==> src/rtl/bd_pkg.sv <==
// Shared types and helpers for the bundled-data pipeline buffer.
package bd_pkg;

  // Left (producer-facing) handshake states.
  typedef enum logic {
    L_IDLE = 1'b0,
    L_ACK  = 1'b1
  } l_state_t;

  // Right (consumer-facing) handshake states.
  typedef enum logic [2:0] {
    R_IDLE = 3'd0,
    R_FWD  = 3'd1,
    R_REQ  = 3'd2,
    R_RTZ  = 3'd3,
    R_BL   = 3'd4
  } r_state_t;

  // Circular pointer increment that works for any depth, not just powers of two.
  function automatic logic [31:0] ptr_inc(input logic [31:0] ptr, input logic [31:0] depth);
    return (ptr >= depth - 32'd1) ? 32'd0 : ptr + 32'd1;
  endfunction

endpackage

==> src/rtl/bd_pipeline_buffer_if.sv <==
// Both 4-phase bundled-data channels of the buffer, grouped as one bus.
// master = the environment (producer + consumer), slave = the buffer.
interface bd_pipeline_buffer_if #(
  parameter int WIDTH = 8
);
  logic             l_req;
  logic [WIDTH-1:0] l_data;
  logic             l_ack;
  logic             r_req;
  logic [WIDTH-1:0] r_data;
  logic             r_ack;

  modport master (
    output l_req, l_data, r_ack,
    input  l_ack, r_req, r_data
  );

  modport slave (
    input  l_req, l_data, r_ack,
    output l_ack, r_req, r_data
  );
endinterface

==> src/rtl/bd_fifo_core.sv <==
// Circular token store: push at wr_ptr, pop at rd_ptr, head is the oldest entry.
module bd_fifo_core
  import bd_pkg::*;
#(
  parameter int WIDTH = 8,
  parameter int DEPTH = 4
) (
  input  logic                       clk,
  input  logic                       rst_n,
  input  logic                       i_push,
  input  logic                       i_pop,
  input  logic [WIDTH-1:0]           i_wdata,
  output logic [WIDTH-1:0]           o_head,
  output logic [$clog2(DEPTH+1)-1:0] o_occupancy,
  output logic                       o_full,
  output logic                       o_empty
);

  localparam int PTR_W = (DEPTH > 1) ? $clog2(DEPTH) : 1;
  localparam int OCC_W = $clog2(DEPTH + 1);

  logic [WIDTH-1:0] r_mem [DEPTH];
  logic [PTR_W-1:0] r_wr_ptr;
  logic [PTR_W-1:0] r_rd_ptr;
  logic [OCC_W-1:0] r_count;

  logic             w_full;
  logic             w_empty;
  logic             w_do_push;
  logic             w_do_pop;
  logic [PTR_W-1:0] w_wr_ptr_inc;
  logic [PTR_W-1:0] w_rd_ptr_inc;

  assign w_full    = (r_count == OCC_W'(DEPTH));
  assign w_empty   = (r_count == '0);
  // A pop frees the slot on the same edge, so a push is allowed at full only alongside it.
  assign w_do_pop  = i_pop && !w_empty;
  assign w_do_push = i_push && (!w_full || w_do_pop);

  assign w_wr_ptr_inc = PTR_W'(ptr_inc(32'(r_wr_ptr), 32'(DEPTH)));
  assign w_rd_ptr_inc = PTR_W'(ptr_inc(32'(r_rd_ptr), 32'(DEPTH)));

  // Token storage write; no reset so the array can map onto RAM.
  always_ff @(posedge clk) begin
    if (w_do_push) begin
      r_mem[r_wr_ptr] <= i_wdata;
    end
  end

  // Pointer and occupancy bookkeeping; push+pop together leaves occupancy unchanged.
  always_ff @(posedge clk or negedge rst_n) begin
    if (!rst_n) begin
      r_wr_ptr <= '0;
      r_rd_ptr <= '0;
      r_count  <= '0;
    end else begin
      if (w_do_push) begin
        r_wr_ptr <= w_wr_ptr_inc;
      end
      if (w_do_pop) begin
        r_rd_ptr <= w_rd_ptr_inc;
      end
      case ({w_do_push, w_do_pop})
        2'b10:   r_count <= r_count + OCC_W'(1);
        2'b01:   r_count <= r_count - OCC_W'(1);
        default: r_count <= r_count;
      endcase
    end
  end

  assign o_head      = r_mem[r_rd_ptr];
  assign o_occupancy = r_count;
  assign o_full      = w_full;
  assign o_empty     = w_empty;

endmodule

==> src/rtl/bd_pipeline_buffer.sv <==
// Clocked model of a 4-phase bundled-data pipeline stage with FIFO storage,
// programmable forward latency (FL) and backward (reset-to-zero) latency (BL).
module bd_pipeline_buffer
  import bd_pkg::*;
#(
  parameter int WIDTH = 8,
  parameter int DEPTH = 4,
  parameter int FL    = 2,
  parameter int BL    = 6,
  parameter int CNT_W = 16
) (
  input  logic                       clk,
  input  logic                       rst_n,
  bd_pipeline_buffer_if.slave        bus,
  output logic [$clog2(DEPTH+1)-1:0] occupancy,
  output logic                       full,
  output logic                       empty,
  output logic [CNT_W-1:0]           xfer_count
);

  localparam int MAXL  = (FL > BL) ? FL : BL;
  localparam int LAT_W = (MAXL > 1) ? $clog2(MAXL) : 1;

  l_state_t         r_lstate;
  l_state_t         w_lstate_nxt;
  r_state_t         r_rstate;
  r_state_t         w_rstate_nxt;
  logic [LAT_W-1:0] r_lat;
  logic [LAT_W-1:0] w_lat_nxt;
  logic [WIDTH-1:0] r_rdata;
  logic [WIDTH-1:0] w_rdata_nxt;
  logic [CNT_W-1:0] r_xfer;
  logic [CNT_W-1:0] w_xfer_nxt;

  logic             w_push;
  logic             w_pop;
  logic             w_full;
  logic             w_empty;
  logic [WIDTH-1:0] w_head;

  assign w_push = (r_lstate == L_IDLE) && bus.l_req && !w_full;
  assign w_pop  = (r_rstate == R_REQ) && bus.r_ack;

  bd_fifo_core #(
    .WIDTH (WIDTH),
    .DEPTH (DEPTH)
  ) u_core (
    .clk         (clk),
    .rst_n       (rst_n),
    .i_push      (w_push),
    .i_pop       (w_pop),
    .i_wdata     (bus.l_data),
    .o_head      (w_head),
    .o_occupancy (occupancy),
    .o_full      (w_full),
    .o_empty     (w_empty)
  );

  // State, latency counter, output data latch and transfer counter.
  always_ff @(posedge clk or negedge rst_n) begin
    if (!rst_n) begin
      r_lstate <= L_IDLE;
      r_rstate <= R_IDLE;
      r_lat    <= '0;
      r_rdata  <= '0;
      r_xfer   <= '0;
    end else begin
      r_lstate <= w_lstate_nxt;
      r_rstate <= w_rstate_nxt;
      r_lat    <= w_lat_nxt;
      r_rdata  <= w_rdata_nxt;
      r_xfer   <= w_xfer_nxt;
    end
  end

  // Left FSM: accept one token per full 4-phase cycle while space exists.
  always_comb begin
    w_lstate_nxt = r_lstate;
    case (r_lstate)
      L_IDLE:  if (w_push) w_lstate_nxt = L_ACK;
      L_ACK:   if (!bus.l_req) w_lstate_nxt = L_IDLE;
      default: w_lstate_nxt = L_IDLE;
    endcase
  end

  // Right FSM: wait FL, offer the head, pop on ack, wait for ack release, then BL.
  always_comb begin
    w_rstate_nxt = r_rstate;
    w_lat_nxt    = r_lat;
    w_rdata_nxt  = r_rdata;
    w_xfer_nxt   = r_xfer;
    case (r_rstate)
      R_IDLE: begin
        if (!w_empty) begin
          if (FL == 0) begin
            w_rstate_nxt = R_REQ;
            w_rdata_nxt  = w_head;
          end else begin
            w_rstate_nxt = R_FWD;
            w_lat_nxt    = LAT_W'(FL - 1);
          end
        end
      end
      R_FWD: begin
        if (r_lat == '0) begin
          w_rstate_nxt = R_REQ;
          w_rdata_nxt  = w_head;
        end else begin
          w_lat_nxt = r_lat - LAT_W'(1);
        end
      end
      R_REQ: begin
        if (bus.r_ack) begin
          w_rstate_nxt = R_RTZ;
          w_xfer_nxt   = r_xfer + CNT_W'(1);
        end
      end
      R_RTZ: begin
        if (!bus.r_ack) begin
          if (BL == 0) begin
            w_rstate_nxt = R_IDLE;
          end else begin
            w_rstate_nxt = R_BL;
            w_lat_nxt    = LAT_W'(BL - 1);
          end
        end
      end
      R_BL: begin
        if (r_lat == '0) begin
          w_rstate_nxt = R_IDLE;
        end else begin
          w_lat_nxt = r_lat - LAT_W'(1);
        end
      end
      default: w_rstate_nxt = R_IDLE;
    endcase
  end

  // r_data comes from a register loaded on entry to R_REQ, so it holds while r_req is high.
  assign bus.l_ack  = (r_lstate == L_ACK);
  assign bus.r_req  = (r_rstate == R_REQ);
  assign bus.r_data = r_rdata;
  assign full       = w_full;
  assign empty      = w_empty;
  assign xfer_count = r_xfer;

endmodule

==> src/flat_wrapper.sv <==
// flat-port wrapper written by rule: the top's interface ports become plain ports
module bd_pipeline_buffer_flat import bd_pkg::*;
#(
  parameter int WIDTH = 8,
  parameter int DEPTH = 4,
  parameter int FL    = 2,
  parameter int BL    = 6,
  parameter int CNT_W = 16
)
  (clk, rst_n, occupancy, full, empty, xfer_count, bus_l_req, bus_l_data, bus_r_ack, bus_l_ack, bus_r_req, bus_r_data);
  bd_pipeline_buffer_if #(.WIDTH(WIDTH)) bus_i ();
  input  logic clk;
  input  logic rst_n;
  output logic [$clog2(DEPTH+1)-1:0] occupancy;
  output logic full;
  output logic empty;
  output logic [CNT_W-1:0] xfer_count;
  input wire logic [$bits(bus_i.l_req)-1:0] bus_l_req;
  input wire logic [$bits(bus_i.l_data)-1:0] bus_l_data;
  input wire logic [$bits(bus_i.r_ack)-1:0] bus_r_ack;
  output wire logic [$bits(bus_i.l_ack)-1:0] bus_l_ack;
  output wire logic [$bits(bus_i.r_req)-1:0] bus_r_req;
  output wire logic [$bits(bus_i.r_data)-1:0] bus_r_data;
  assign bus_i.l_req = bus_l_req;
  assign bus_i.l_data = bus_l_data;
  assign bus_i.r_ack = bus_r_ack;
  assign bus_l_ack = bus_i.l_ack;
  assign bus_r_req = bus_i.r_req;
  assign bus_r_data = bus_i.r_data;
  bd_pipeline_buffer #(.WIDTH(WIDTH), .DEPTH(DEPTH), .FL(FL), .BL(BL), .CNT_W(CNT_W)) u_core (.clk(clk), .rst_n(rst_n), .bus(bus_i), .occupancy(occupancy), .full(full), .empty(empty), .xfer_count(xfer_count));
endmodule
==> config.mk <==
export PLATFORM = sky130hd
export DESIGN_NAME = bd_pipeline_buffer_flat
export DESIGN_NICKNAME = d
export VERILOG_FILES = /design/src/rtl/bd_pkg.sv /design/src/rtl/bd_pipeline_buffer_if.sv /design/src/rtl/bd_fifo_core.sv /design/src/rtl/bd_pipeline_buffer.sv /design/src/flat_wrapper.sv
export SDC_FILE = /design/constraint.sdc
export NUM_CORES = 1
export LEC_CHECK = 0
export ABC_AREA = 0
export CAP_MARGIN = 10
export CELL_PAD_IN_SITES_DETAIL_PLACEMENT = 0
export CELL_PAD_IN_SITES_GLOBAL_PLACEMENT = 1
export CORE_MARGIN = 3
export CORE_UTILIZATION = 33
export CTS_CLUSTER_DIAMETER = 120
export DETAILED_ROUTE_END_ITERATION = 6
export GPL_ROUTABILITY_DRIVEN = 0
export PLACE_DENSITY = 0.71
export RECOVER_POWER = 100
export SYNTH_ARGS = -nofsm -noshare
export SYNTH_HDL_FRONTEND = slang
export SYNTH_SLANG_ARGS = --single-unit
==> constraint.sdc <==
create_clock -name clk -period 2.45 [get_ports clk]
set_input_delay 0.3675 -clock clk [delete_from_list [all_inputs] [get_ports clk]]
set_output_delay 0.3675 -clock clk [all_outputs]
set_load 0.02 [all_outputs]
=== After elaboration in Yosys (flattened, before gate mapping) ===
Memories as Yosys holds them, arrays and structs flattened. A register that Yosys moved wholly into a read port is not among the register bits.
Index checks and enable logic that the tools add are counted.

* Reductions and logical operators: 19
* Order comparisons: 2
* Bitwise logic cells: 1
* Eq/ne operators: 13
* $add $sub $neg: 6
* Mux-type cells: 17

{| class="wikitable"
|+ Operator list
! kind !! number
|-
| 2-to-1 mux 3 bit || 7
|-
| adder 16 x 1 -> 16 bit (second input constant) || 1
|-
| case mux 3 bit (5 select lines) || 1
|-
| inequality test 2 bit (second input constant) || 6
|-
| logical NOT 3 bit || 3
|-
| case mux 3 bit (3 select lines) || 1
|-
| == test 3 x 2 -> 1 bit (second input constant) || 2
|-
| == test 3 bit (second input constant) || 2
|-
| case mux 3 bit (2 select lines) || 1
|-
| subtractor 3 x 1 -> 3 bit (second input constant) || 2
|-
| logical AND 1 bit || 5
|-
| AND reduction 5 bit || 1
|-
| adder 2 x 1 -> 2 bit (second input constant) || 2
|-
| >= comparator 2 bit (second input constant) || 2
|-
| 2-to-1 mux 1 bit || 4
|-
| 2-to-1 mux 2 bit || 2
|-
| AND reduction 2 bit || 2
|-
| AND reduction 4 bit || 1
|-
| adder 3 x 1 -> 3 bit (second input constant) || 1
|-
| == test 3 x 1 -> 1 bit (second input constant) || 1
|-
| logical NOT 1 bit || 3
|-
| nonzero test 3 bit || 1
|-
| == test 2 x 1 -> 1 bit (second input constant) || 1
|-
| == test 2 bit (second input constant) || 1
|-
| 5 further kinds || 5
|}

* Input port bits: 12
* Output and inout bits: 31
* Register bits after elaboration: 30
* Memories kept: 1
* Memory bits (writable): 32

{| class="wikitable"
|+ Memory list
! memory !! depth !! bits a word !! read ports !! clocked after Yosys merged registers in !! write ports !! line !! text
|-
| u_core.u_core.r_mem || 4 || 8 || 1 || 1 || 1 || bd_fifo_core.sv:22 || <nowiki>logic [WIDTH-1:0] r_mem [DEPTH];</nowiki>
|}

=== Logic depth before layout (Yosys ltp) ===
Gate-level depths: netlist of the first run.

* Depth after elaboration: 7
* Mapped depth: 10

=== By module ===
Synthesis of the first run repeated with hierarchy kept, for this count alone.

* Cells, all modules: 213
* Area total of the unflattened synthesis: 3,116.7 um2

{| class="wikitable"
|+ Modules (own cells, without submodules)
! module !! area each (um2) !! cells each !! sequential area each (um2) !! times used
|-
| bd_fifo_core || 1,615.3 || 83 || 1,136.1 || 1
|-
| bd_pipeline_buffer || 1,501.4 || 130 || 775.7 || 1
|}

=== Worst setup path before layout of the first run ===
Ideal clock, no wire load.

* Path type: flip-flop to flip-flop
* Start point: reg u_core.u_core.r_count[0], in the netlist u_core.u_core.o_occupancy[0]
* End point: reg u_core.u_core.r_count[2], in the netlist u_core.u_core.o_occupancy[2]
* Arrival time: 2.176 ns
* Cell stages (with the launch flop): 11
* Data required time: 2.318 ns
* Clock period less this slack: 2.308 ns
* Path buffers: 0
* Slack: 0.142 ns
* Path through: dfrtp_1 -> inv_1 -> and3_1 -> nor3b_1 -> inv_1 -> ha_1 -> inv_1 -> fa_1 -> xor2_1 -> nor2_1 -> xor2_1

* Elaborated cells on any way between the ends: 14
* Those cells by class: add/sub (2); eq/ne (3); mux (1); reduce/logical (8)

{| class="wikitable"
|+ RTL lines
! item !! line !! text
|-
| start, declared || bd_fifo_core.sv:25 || <nowiki>logic [OCC_W-1:0] r_count;</nowiki>
|-
| start signal, assigned || bd_fifo_core.sv:64 || <nowiki>2'b10: r_count <= r_count + OCC_W'(1);</nowiki>
|-
| start signal, assigned || bd_fifo_core.sv:65 || <nowiki>2'b01: r_count <= r_count - OCC_W'(1);</nowiki>
|-
| start signal, assigned || bd_fifo_core.sv:66 || <nowiki>default: r_count <= r_count;</nowiki>
|-
| == test 3 bit (*) || bd_fifo_core.sv:34 || <nowiki>assign w_full = (r_count == OCC_W'(DEPTH));</nowiki>
|-
| via full || flat_wrapper.sv:15 || <nowiki>output logic full;</nowiki>
|-
| logical NOT 1 bit (*) || bd_fifo_core.sv:38, bd_pipeline_buffer.sv:41 ||
|-
| logical AND 1 bit / logical OR 1 bit (equally long branches) || bd_pipeline_buffer.sv:41, bd_fifo_core.sv:38 ||
|-
| logical AND 1 bit (*) || bd_fifo_core.sv:38 || <nowiki>assign w_do_push = i_push && (!w_full || w_do_pop);</nowiki>
|-
| == test 2 x 1 -> 1 bit / == test 2 bit (equally long branches) || bd_fifo_core.sv:63 || <nowiki>case ({w_do_push, w_do_pop})</nowiki>
|-
| case mux 3 bit (2 select lines) / nonzero test 2 bit (equally long branches) || -- ||
|}

The timed path passes the listed nets; every way through them passes the cells marked *.
A chain may end at the register's enable or synchronous reset.

=== Final worst setup path of the first run ===
* Start point: reg u_core.r_rstate[2]
* End point: out bus_r_req

* Longest elaborated chain between the ends: 1

{| class="wikitable"
|+ RTL lines
! item !! line !! text
|-
| start, declared || bd_pipeline_buffer.sv:26 || <nowiki>r_state_t r_rstate;</nowiki>
|-
| start signal, assigned || bd_pipeline_buffer.sv:69 || <nowiki>r_rstate <= w_rstate_nxt;</nowiki>
|-
| == test 3 x 2 -> 1 bit || bd_pipeline_buffer.sv:141 || <nowiki>assign bus.r_req = (r_rstate == R_REQ);</nowiki>
|-
| end, declared || flat_wrapper.sv:22 || <nowiki>output wire logic [$bits(bus_i.r_req)-1:0] bus_r_req;</nowiki>
|}

Every way passes these cells.

==> flow_summary_export.csv, run 1 <==
group,metric,value,unit
status,failed_checks,"max-capacitance violations, max-slew violations",
die,die_area,10400,µm²
synthesis,synth-edff-count,32,
clock_network,clkTransAtPathRegs,0.08,ns
power_and_ir_drop,power.total,4.10,mW
cells_and_area,areaGrowthSynthToFinish,25.1,%
synthesis,yosysTopAreaCell,"edfxtp_1",
timing,fin_crit_sh,92.5,%
synthesis,synthesis.instances,208,
power_and_ir_drop,power_switching,1.32,mW
critical_path,worstPathMaxFanout,11,
clock_network,post_cts_resized,0,
die,die_x,102,µm
detailed_routing,remaining_drc_errors,0,
timing,slew_violations,39,
power_and_ir_drop,comb_power_share,32.4,%
clock_network,h-tree-depth,3,
synthesis,synth-seq-cells,70,
timing,setup-tns-final,0,ns
clock_network,tritoncts,"built",
cells_and_area,mostFrequentLayoutCells,"40 x dlygate4sd3_1, 38 x dfrtp_1, 32 x edfxtp_1",
synthesis,netlist_area,3030,µm²
synthesis,synth_cell_types,39,
global_routing,grt_max_degree,39,
die,die_y,102,µm
cells_and_area,n_antenna_cell,0,
status,outcome,"finished, violations left",
synthesis,synth_ff_type,"dfrtp_1",
timing,relSlewSlack,-41.3,%
die,start_util,34.4,%
synthesis,yosysSeqAreaShare,63.1,%
detailed_routing,vias,1803,
synthesis,synth-async-reset-ratio,54.3,%
synthesis,yosysWarnings,0,
run,maxCapViolCount,1,
timing,layout_min_cycle_time,2.27,ns
place,portBuffers,42,
clock_network,post_cts.repair.setup_buffers,0,
clock_network,insertion_delay,0.34,ns
power_and_ir_drop,p_clk_share,25.6,%
hold_path,hold_path_depth,1,
power_and_ir_drop,power.density,1080,nW/µm²
power_and_ir_drop,leakagePower,1.55,nW
die,num_rows,34,
cells_and_area,nets,284,
clock_network,root_buffer,"clkbuf_8",
clock_network,clockBufferDepth,2,
clock_network,ctsHoldBuffers,0,
global_routing,antenna_found_initial,0,
die,fp.coreArea,8810,µm²
clock_network,clock-sinks,70,
detailed_routing,ant_nets,0,
cells_and_area,drive_gt1_share,14.2,%
synthesis,yosysTopAreaCellShare,31.7,%
timing,rsz0062_at_grt,"false",
detailed_routing,drt_pass1_iterations,4,
critical_path,criticalPathCategory,"flop to output port",
synthesis,synth_nets,230,
place,dp_hpwl,3630,µm
power_and_ir_drop,internal_power,2.78,mW
detailed_routing,wl_per_cell,14.4,µm
detailed_routing,wirelength,5390,µm
critical_path,rr_worst_depth,7,
global_routing,grt_pass1_vias,1840,
detailed_routing,drtIter0Drc,40,
timing,hold_viol_final,0,
critical_path,cp.required,2.08,ns
critical_path,end_kind,"output port",
timing,setup_viol,0,
die,io_pins,43,
critical_path,critPathLaunchType,"flop",
synthesis,ys_top_cells_by_area,"edfxtp_1 32%, dfrtp_1 31%, mux4_2 5.9%, mux2_2 4.8%, ha_1 3.7%",
global_routing,track_usage,11.5,%
power_and_ir_drop,switching_share,32.1,%
synthesis,syn_avg_cell_area,14.6,µm²
clock_network,cts_buffers,9,
power_and_ir_drop,peakVddDrop,0.000461,V
global_routing,overflow,0,
detailed_routing,vias_per_cell,4.81,
hold_path,hp-class,"flop to flop",
critical_path,cp.arrival,1.90,ns
global_routing,grt_pass1_wl,9000,µm
cells_and_area,final_common_cell,"dlygate4sd3_1",
timing,tightest_slew,2.12,ns
power_and_ir_drop,seqPwrFrac,42.0,%
timing,clock.fmax,441,MHz
timing,skew,0.00935,ns
## stage by stage
step / hold WS (ns) / util [%] / cell area (µm²) / instances / setup WS, ns
floorplan: 0.0719 / - / 3030 / 208 / 0.142
global placement: 0.460 / 40.9 / 3600 / 359 / 0.124
detailed placement: 0.471 / 40.9 / 3600 / 359 / 0.0303
CTS: 0.179 / 43.4 / 3830 / 375 / 0.187
global route: 0.509 / 43.1 / 3790 / 375 / 0.0551
finish: 0.469 / 43.1 / 3790 / 375 / 0.184
## path summary, 6_finish.rpt
check	startpoint	endpoint	slack [ns]
max	u_core.r_rstate[2]	bus_r_req	0.18
min	u_core.xfer_count[15]	u_core.xfer_count[15]	0.47
max reg2reg	u_core.r_lat[0]	u_core.bus.r_data[1]	0.31
min reg2reg	u_core.xfer_count[15]	u_core.xfer_count[15]	0.47
max in group asynchronous	rst_n	u_core.u_core.r_wr_ptr[1]	0.59
min in group asynchronous	rst_n	u_core.bus.r_data[2]	0.63
## power by group through the flow
stage | Combinational (mW) | Sequential [mW] | Clock [mW]
after global placement | 1.39 | 1.75 | 0
after detailed placement | 1.42 | 1.76 | 0
after global routing | 1.46 | 1.77 | 1.12
after floorplan | 0.852 | 1.80 | 0
after CTS | 1.42 | 1.74 | 1.07
final | 1.33 | 1.72 | 1.05
## synthesized netlist by cell type (all sizes together), types with 4 or more instances
library cell,count
dfrtp,38
nand4,5
mux2,13
nor3,8
edfxtp,32
xnor2,10
xor2,9
nand2,10
ha,9
and2,4
buf,5
mux4,8
inv,11
nor2,10
## metal layers
layer  vias to the layer above  track usage, %  wire length (µm)
li1                        857               -                 -
met2                        41            18.3              2570
met4                         0            6.36               104
met3                         8            2.46               229
met5                         -               0                 0
met1                       897            14.6              2490
## cells by family (layout without fill, tap and decap cells)
group	Yosys count	count (layout)	synth area share, %
AND/OR/NAND/NOR	58	58	10.9
multiplexers	23	23	11.4
buffers and inverters	17	76	2.35
adder cells (fa/ha/maj)	10	10	4.37
flip-flops	70	70	63.1
AO/OA/AOI/OAI	11	11	2.35
XOR/XNOR	19	19	5.49
## critical path, stage by stage (launching register included)
cell and delay, ns:
dfrtp_1 0.38, clkbuf_1 0.22, nand2b_1 0.21, nor2_1 0.08, dlygate4sd3_1 0.67
## layout make-up
type / count / area, µm²
Clock buffer: 10 / 138
Timing Repair Buffer: 49 / 448
Clock inverter: 6 / 83.8
Inverter: 11 / 41.3
Tap cell: 108 / 135
Multi-Input combinational cell: 121 / 1030
Fill cell: 819 / 5010
Sequential cell: 70 / 1910
## state kept, by name, summed over array words and instances, names as in the netlist
signal                     flops
u_core.bus.l_ack               1
u_core.bus.r_data              8
u_core.r_lat                   3
u_core.r_rstate                3
u_core.u_core.o_occupancy      3
u_core.u_core.r_mem           32
u_core.u_core.r_rd_ptr         2
u_core.u_core.r_wr_ptr         2
u_core.xfer_count             16
Note: power is estimated with default switching activity, not from simulation.
==> run 2: changes to the inputs <==
CELL_PAD_IN_SITES_DETAIL_PLACEMENT = 1   (was 0)
PLACE_DENSITY = 0.74   (was 0.71)
SETUP_SLACK_MARGIN = 0.5   (was unset)
clock period = 1.9 ns   (was 2.45 ns; I/O delays follow)
==> flow_summary_export.csv, run 2 (synthesis gave the netlist of run 1 again) <==
group,metric,value,unit
status,outcome,"finished, violations left",
status,failed_checks,"max-capacitance violations, max-slew violations",
power_and_ir_drop,power_switching,2.03,mW
detailed_routing,wl_per_cell,16.7,µm
critical_path,worstPathMaxFanout,3,
critical_path,end_kind,"flop",
detailed_routing,route.met2.wl,3740,µm
critical_path,worst_path_max_delay_cell,"dfrtp_2",
global_routing,grt_max_degree,30,
timing,layout_min_cycle_time,1.87,ns
cells_and_area,top_register,"u_core.u_core.r_mem",
global_routing,antenna_found_initial,0,
timing,setup-tns-final,0,ns
detailed_routing,wirelength,6940,µm
critical_path,cp.arrival,2.12,ns
timing,rsz0062_at_grt,"true",
detailed_routing,wl_met1,2880,µm
place,dp_hpwl,4220,µm
power_and_ir_drop,p_clk_share,17.4,%
cells_and_area,n_antenna_cell,0,
timing,clock.fmax,535,MHz
power_and_ir_drop,power.total,5.93,mW
global_routing,grt_pass1_vias,2131,
timing,setup_ws,0.0322,ns
global_routing,grt_pass1_wl,10600,µm
critical_path,max_stage_delay,0.44,ns
critical_path,critPathLaunchType,"flop",
die,die_area,10400,µm²
detailed_routing,vias_per_cell,4.81,
die,fp.coreArea,8810,µm²
hold_path,hp-class,"input pin to async pin",
detailed_routing,remaining_drc_errors,0,
detailed_routing,vias,2000,
power_and_ir_drop,power.density,1350,nW/µm²
cells_and_area,drive_gt1_share,46.1,%
cells_and_area,final_core_util,49.8,%
run,maxCapViolCount,1,
power_and_ir_drop,peakVddDrop,0.000578,V
critical_path,crit_chain,"inv_2 -> and3_4 -> nor3b_4 -> inv_2 -> ha_4 -> inv_2 -> fa_2 -> xor2_1 -> nor2_1 -> xor2_1",
clock_network,cts_buffers,9,
clock_network,clkTransAtPathRegs,0.08,ns
cells_and_area,largest_register_ffs,32,
detailed_routing,drt_pass1_iterations,4,
cells_and_area,fillers,879,
critical_path,cp.required,2.16,ns
timing,hold_viol_final,0,
detailed_routing,drtIter0Drc,40,
cells_and_area,design_area,4390,µm²
timing,fin_crit_sh,98.3,%
clock_network,root_buffer,"clkbuf_8",
global_routing,track_usage,13.5,%
clock_network,insertion_delay,0.33,ns
power_and_ir_drop,switching_share,34.3,%
clock_network,tritoncts,"built",
detailed_routing,wl_met3,187,µm
die,die_y,102,µm
die,io_pins,43,
detailed_routing,ant_nets,0,
die,num_rows,34,
critical_path,reg2reg_slack,0.03,ns
place,portBuffers,42,
critical_path,critPathMostFrequentCell,"inv_2",
timing,relSlewSlack,-12.5,%
power_and_ir_drop,comb_power_share,44.1,%
power_and_ir_drop,internal_power,3.90,mW
timing,slew_violations,30,
die,die_x,102,µm
cells_and_area,areaGrowthSynthToFinish,44.7,%
place,place_ws,-0.251,ns
timing,skew,0.00620,ns
power_and_ir_drop,seqPwrFrac,38.5,%
cells_and_area,mostFrequentLayoutCells,"32 x buf_4, 32 x edfxtp_1, 30 x dfrtp_1",
clock_network,ctsHoldBuffers,0,
critical_path,criticalPathCategory,"flop to flop",
power_and_ir_drop,leakagePower,1.85,nW
timing,tightest_slew,1.69,ns
die,start_util,34.4,%
clock_network,clock-sinks,70,
detailed_routing,dr.max_layer_used,"met4",
clock_network,clockBufferDepth,2,
place,dpl-instance-area,3810,µm²
cells_and_area,nets,325,
timing,setup_viol,0,
clock_network,h-tree-depth,3,
global_routing,overflow,0,
## run 2: cell count changes in the layout (fill, tap and decap cells not counted), sizes merged
cell           before  now
buf                 2   50
dlygate4sd2         0   11
clkdlybuf4s15       0    1
clkdlybuf4s25       0   10
bufinv              2    0
clkinv              2    5
inv                12   11
clkbuf             16   18
clkdlybuf4s50       1    2
dlygate4sd3        40    8
## run 2: layout make-up
cell class / count / area, µm² / share of cell area, %
inverters: 11 / 41.3 / 0.942
clock buffers: 10 / 128 / 2.91
well taps: 108 / 135 / 3.08
multi-input cells: 121 / 1330 / 30.3
flip-flops and latches: 70 / 1920 / 43.8
repair buffers: 90 / 791 / 18.0
clock inverters: 6 / 38.8 / 0.884
## run 2: path summary, 6_finish.rpt
path | start | to | cells past startpoint
setup / recovery | u_core.u_core.o_occupancy[0] | u_core.u_core.o_occupancy[2] | 10
hold / removal | rst_n | u_core.u_core.o_occupancy[0] | 1
setup reg to reg | u_core.u_core.o_occupancy[0] | u_core.u_core.o_occupancy[2] | 10
hold reg to reg | u_core.xfer_count[15] | u_core.xfer_count[15] | 1
max in group asynchronous | rst_n | u_core.u_core.r_rd_ptr[0] | 2
min in group clk | u_core.xfer_count[15] | u_core.xfer_count[15] | 1
## run 2: through the flow
step           instances  hold WS, ns
2_1_floorplan        208      -0.0106
3_3_place_gp         366        0.376
3_5_place_dp         366        0.382
4_1_cts              401       0.0101
5_1_grt              416        0.501
6_report             416        0.378
## run 2: layer usage
layer,up-vias,GRT usage [%]
met1,1013,15.7
met2,33,23.9
li1,943,-
met4,0,5.15
met3,11,3.28
met5,-,0
## run 2: critical path: cells and delay by family, from the launching register on
kind / cells / cell delay, ns
buffers and inverters: 3 / 0.19
DFF: 1 / 0.44
adders and majority gates: 2 / 0.46
xor gates and xnor gates: 2 / 0.30
and+or+nand+nor: 3 / 0.39
## run 2: power by group through the flow
stage / registers, mW / clock network, mW / logic, mW
after floorplan: 2.36 / 0 / 1.28
after global placement: 2.30 / 0 / 2.02
after detailed placement: 2.30 / 0 / 2.08
after CTS: 2.28 / 1.07 / 2.35
after global routing: 2.34 / 1.14 / 2.84
final: 2.28 / 1.03 / 2.61
## run 2: timing repair
action                     CTS  global route
resized for setup           84            42
setup endpoints to repair   92            84
pin swaps                   22            19
buffers inserted            19            15
cloned                       0             0
==> run 3: changes to the inputs <==
SETUP_SLACK_MARGIN = 0.15   (was 0.5)
==> flow_summary_export.csv, run 3 (synthesis gave the netlist of run 1 again) <==
group,metric,value,unit
status,outcome,"complete, no violations",
power_and_ir_drop,power.density,1380,nW/µm²
die,die_y,102,µm
cells_and_area,design_area,4150,µm²
cells_and_area,final_common_cell,"dfrtp_1",
timing,relSlewSlack,16.0,%
detailed_routing,vias,1908,
critical_path,max_stage_delay,0.38,ns
clock_network,clock-sinks,70,
cells_and_area,fin_cells,397,
detailed_routing,remaining_drc_errors,0,
power_and_ir_drop,seqPwrFrac,39.3,%
clock_network,h-tree-depth,3,
critical_path,critPathMostFrequentCell,"xor2_1",
critical_path,cp.required,2.16,ns
cells_and_area,areaGrowthSynthToFinish,36.9,%
critical_path,reg2reg_from,"u_core.r_rstate[2]",
power_and_ir_drop,peakVddDrop,0.000750,V
die,fp.coreArea,8810,µm²
power_and_ir_drop,power.total,5.72,mW
detailed_routing,wirelength,6330,µm
critical_path,criticalPathCategory,"flop to flop",
timing,fin_crit_sh,96.9,%
power_and_ir_drop,p_clk_share,20.9,%
cells_and_area,drive_gt1_share,31.8,%
timing,layout_min_cycle_time,1.84,ns
place,portBuffers,42,
critical_path,critPathTopFamily,"simple AND/OR/NAND/NOR gates",
global_routing,grt_pass1_vias,2020,
critical_path,critPathLaunchType,"flop",
timing,tightest_slew,1.26,ns
power_and_ir_drop,internal_power,3.84,mW
detailed_routing,drtIter0Drc,46,
cells_and_area,mostFrequentLayoutCells,"34 x dfrtp_1, 32 x edfxtp_1, 22 x clkdlybuf4s50_1",
timing,clock.fmax,543,MHz
run,maxCapViolCount,0,
cells_and_area,top_register,"u_core.u_core.r_mem",
critical_path,crit_chain,"nand4bb_1 -> nor2_2 -> ha_2 -> inv_2 -> fa_2 -> xor2_1 -> nor2_1 -> xor2_1",
clock_network,insertion_delay,0.34,ns
cells_and_area,largest_register_ffs,32,
clock_network,clkTransAtPathRegs,0.08,ns
timing,skew,0.0104,ns
global_routing,overflow,0,
critical_path,cp.buffers_inverters,1,
cells_and_area,n_antenna_cell,0,
detailed_routing,wl_per_cell,16.0,µm
power_and_ir_drop,switching_share,32.9,%
global_routing,grt_pass1_wl,9910,µm
timing,setup-tns-final,0,ns
place,place_inst,372,
critical_path,startpoint,"u_core.r_rstate[2]",
timing,hold_viol_final,0,
timing,slew_violations,0,
cells_and_area,nets,306,
detailed_routing,ant_nets,0,
global_routing,grt_max_degree,21,
critical_path,worst_path_max_delay_cell,"dfrtp_1",
die,die_area,10400,µm²
die,io_pins,43,
power_and_ir_drop,comb_power_share,39.8,%
timing,rsz0062_at_grt,"true",
power_and_ir_drop,power_switching,1.88,mW
die,start_util,34.4,%
clock_network,tritoncts,"built",
die,num_rows,34,
detailed_routing,vias_per_cell,4.81,
clock_network,cts_buffers,9,
place,dp_hpwl,4310,µm
die,die_x,102,µm
clock_network,root_buffer,"clkbuf_8",
hold_path,min_from,"u_core.xfer_count[15]",
place,dpl-instance-area,3800,µm²
cells_and_area,final_core_util,47.1,%
critical_path,worstPathMaxFanout,2,
hold_path,hp-class,"flop to flop",
global_routing,track_usage,12.7,%
power_and_ir_drop,leakagePower,1.78,nW
clock_network,clockBufferDepth,2,
critical_path,end_kind,"flop",
critical_path,cp.arrival,2.10,ns
timing,setup_viol,0,
detailed_routing,drt_pass1_iterations,4,
global_routing,antenna_found_initial,0,
## run 3: metrics by stage
| stage | setup slack (ns) | hold slack, ns |
|---|---|---|
| 3_3_place_gp | -0.232 | 0.287 |
| 6_report | 0.0589 | 0.490 |
| 5_1_grt | -0.0504 | 0.536 |
| 3_5_place_dp | -0.285 | 0.295 |
| 2_1_floorplan | -0.0271 | -0.0106 |
| 4_1_cts | 0.0218 | 0.476 |
## run 3: metal layers
layer	routed length [µm]	vias to the layer above	track usage, %	part of all wire [%]
met5	0	-	0	0
met4	70	0	5.15	1.1
met3	193	6	3.00	3.0
met2	3240	31	21.5	51
met1	2830	970	15.8	45
li1	-	901	-	-
## run 3: area by class of cell
class | count | area (µm²)
Multi-Input combinational cell | 121 | 1140
Clock buffer | 12 | 145
Inverter | 11 | 41.3
Timing Repair Buffer | 71 | 721
Clock inverter | 4 | 47.5
Tap cell | 108 | 135
Fill cell | 878 | 4660
Sequential cell | 70 | 1920
## run 3: what timing repair did
| action | in CTS | in global routing |
|---|---|---|
| hold endpoints to repair | 18 | 0 |
| pin swaps | 4 | 4 |
| hold buffers | 1 | 0 |
| gates cloned | 0 | 0 |
| resized for setup | 10 | 25 |
| setup buffers | 3 | 5 |
| endpoints found under the setup margin | 15 | 24 |
## run 3: final timing paths
| path | to | slack [ns] | cells past startpoint |
|---|---|---|---|
| max | u_core.u_core.o_occupancy[2] | 0.06 | 8 |
| min | u_core.xfer_count[15] | 0.49 | 1 |
| max reg2reg | u_core.u_core.o_occupancy[2] | 0.06 | 8 |
| min reg2reg | u_core.xfer_count[15] | 0.49 | 1 |
| max in group asynchronous | u_core.u_core.o_occupancy[1] | 0.30 | 2 |
| min in group asynchronous | u_core.bus.r_data[6] | 0.76 | 2 |
## run 3: power by group through the flow
| stage | Sequential (mW) | Combinational [mW] | Clock, mW |
|---|---|---|---|
| final | 2.25 | 2.28 | 1.19 |
| after floorplan | 2.35 | 1.13 | 0 |
| after global routing | 2.31 | 2.48 | 1.30 |
| after detailed placement | 2.30 | 2.03 | 0 |
| after global placement | 2.28 | 1.97 | 0 |
| after CTS | 2.27 | 2.13 | 1.23 |
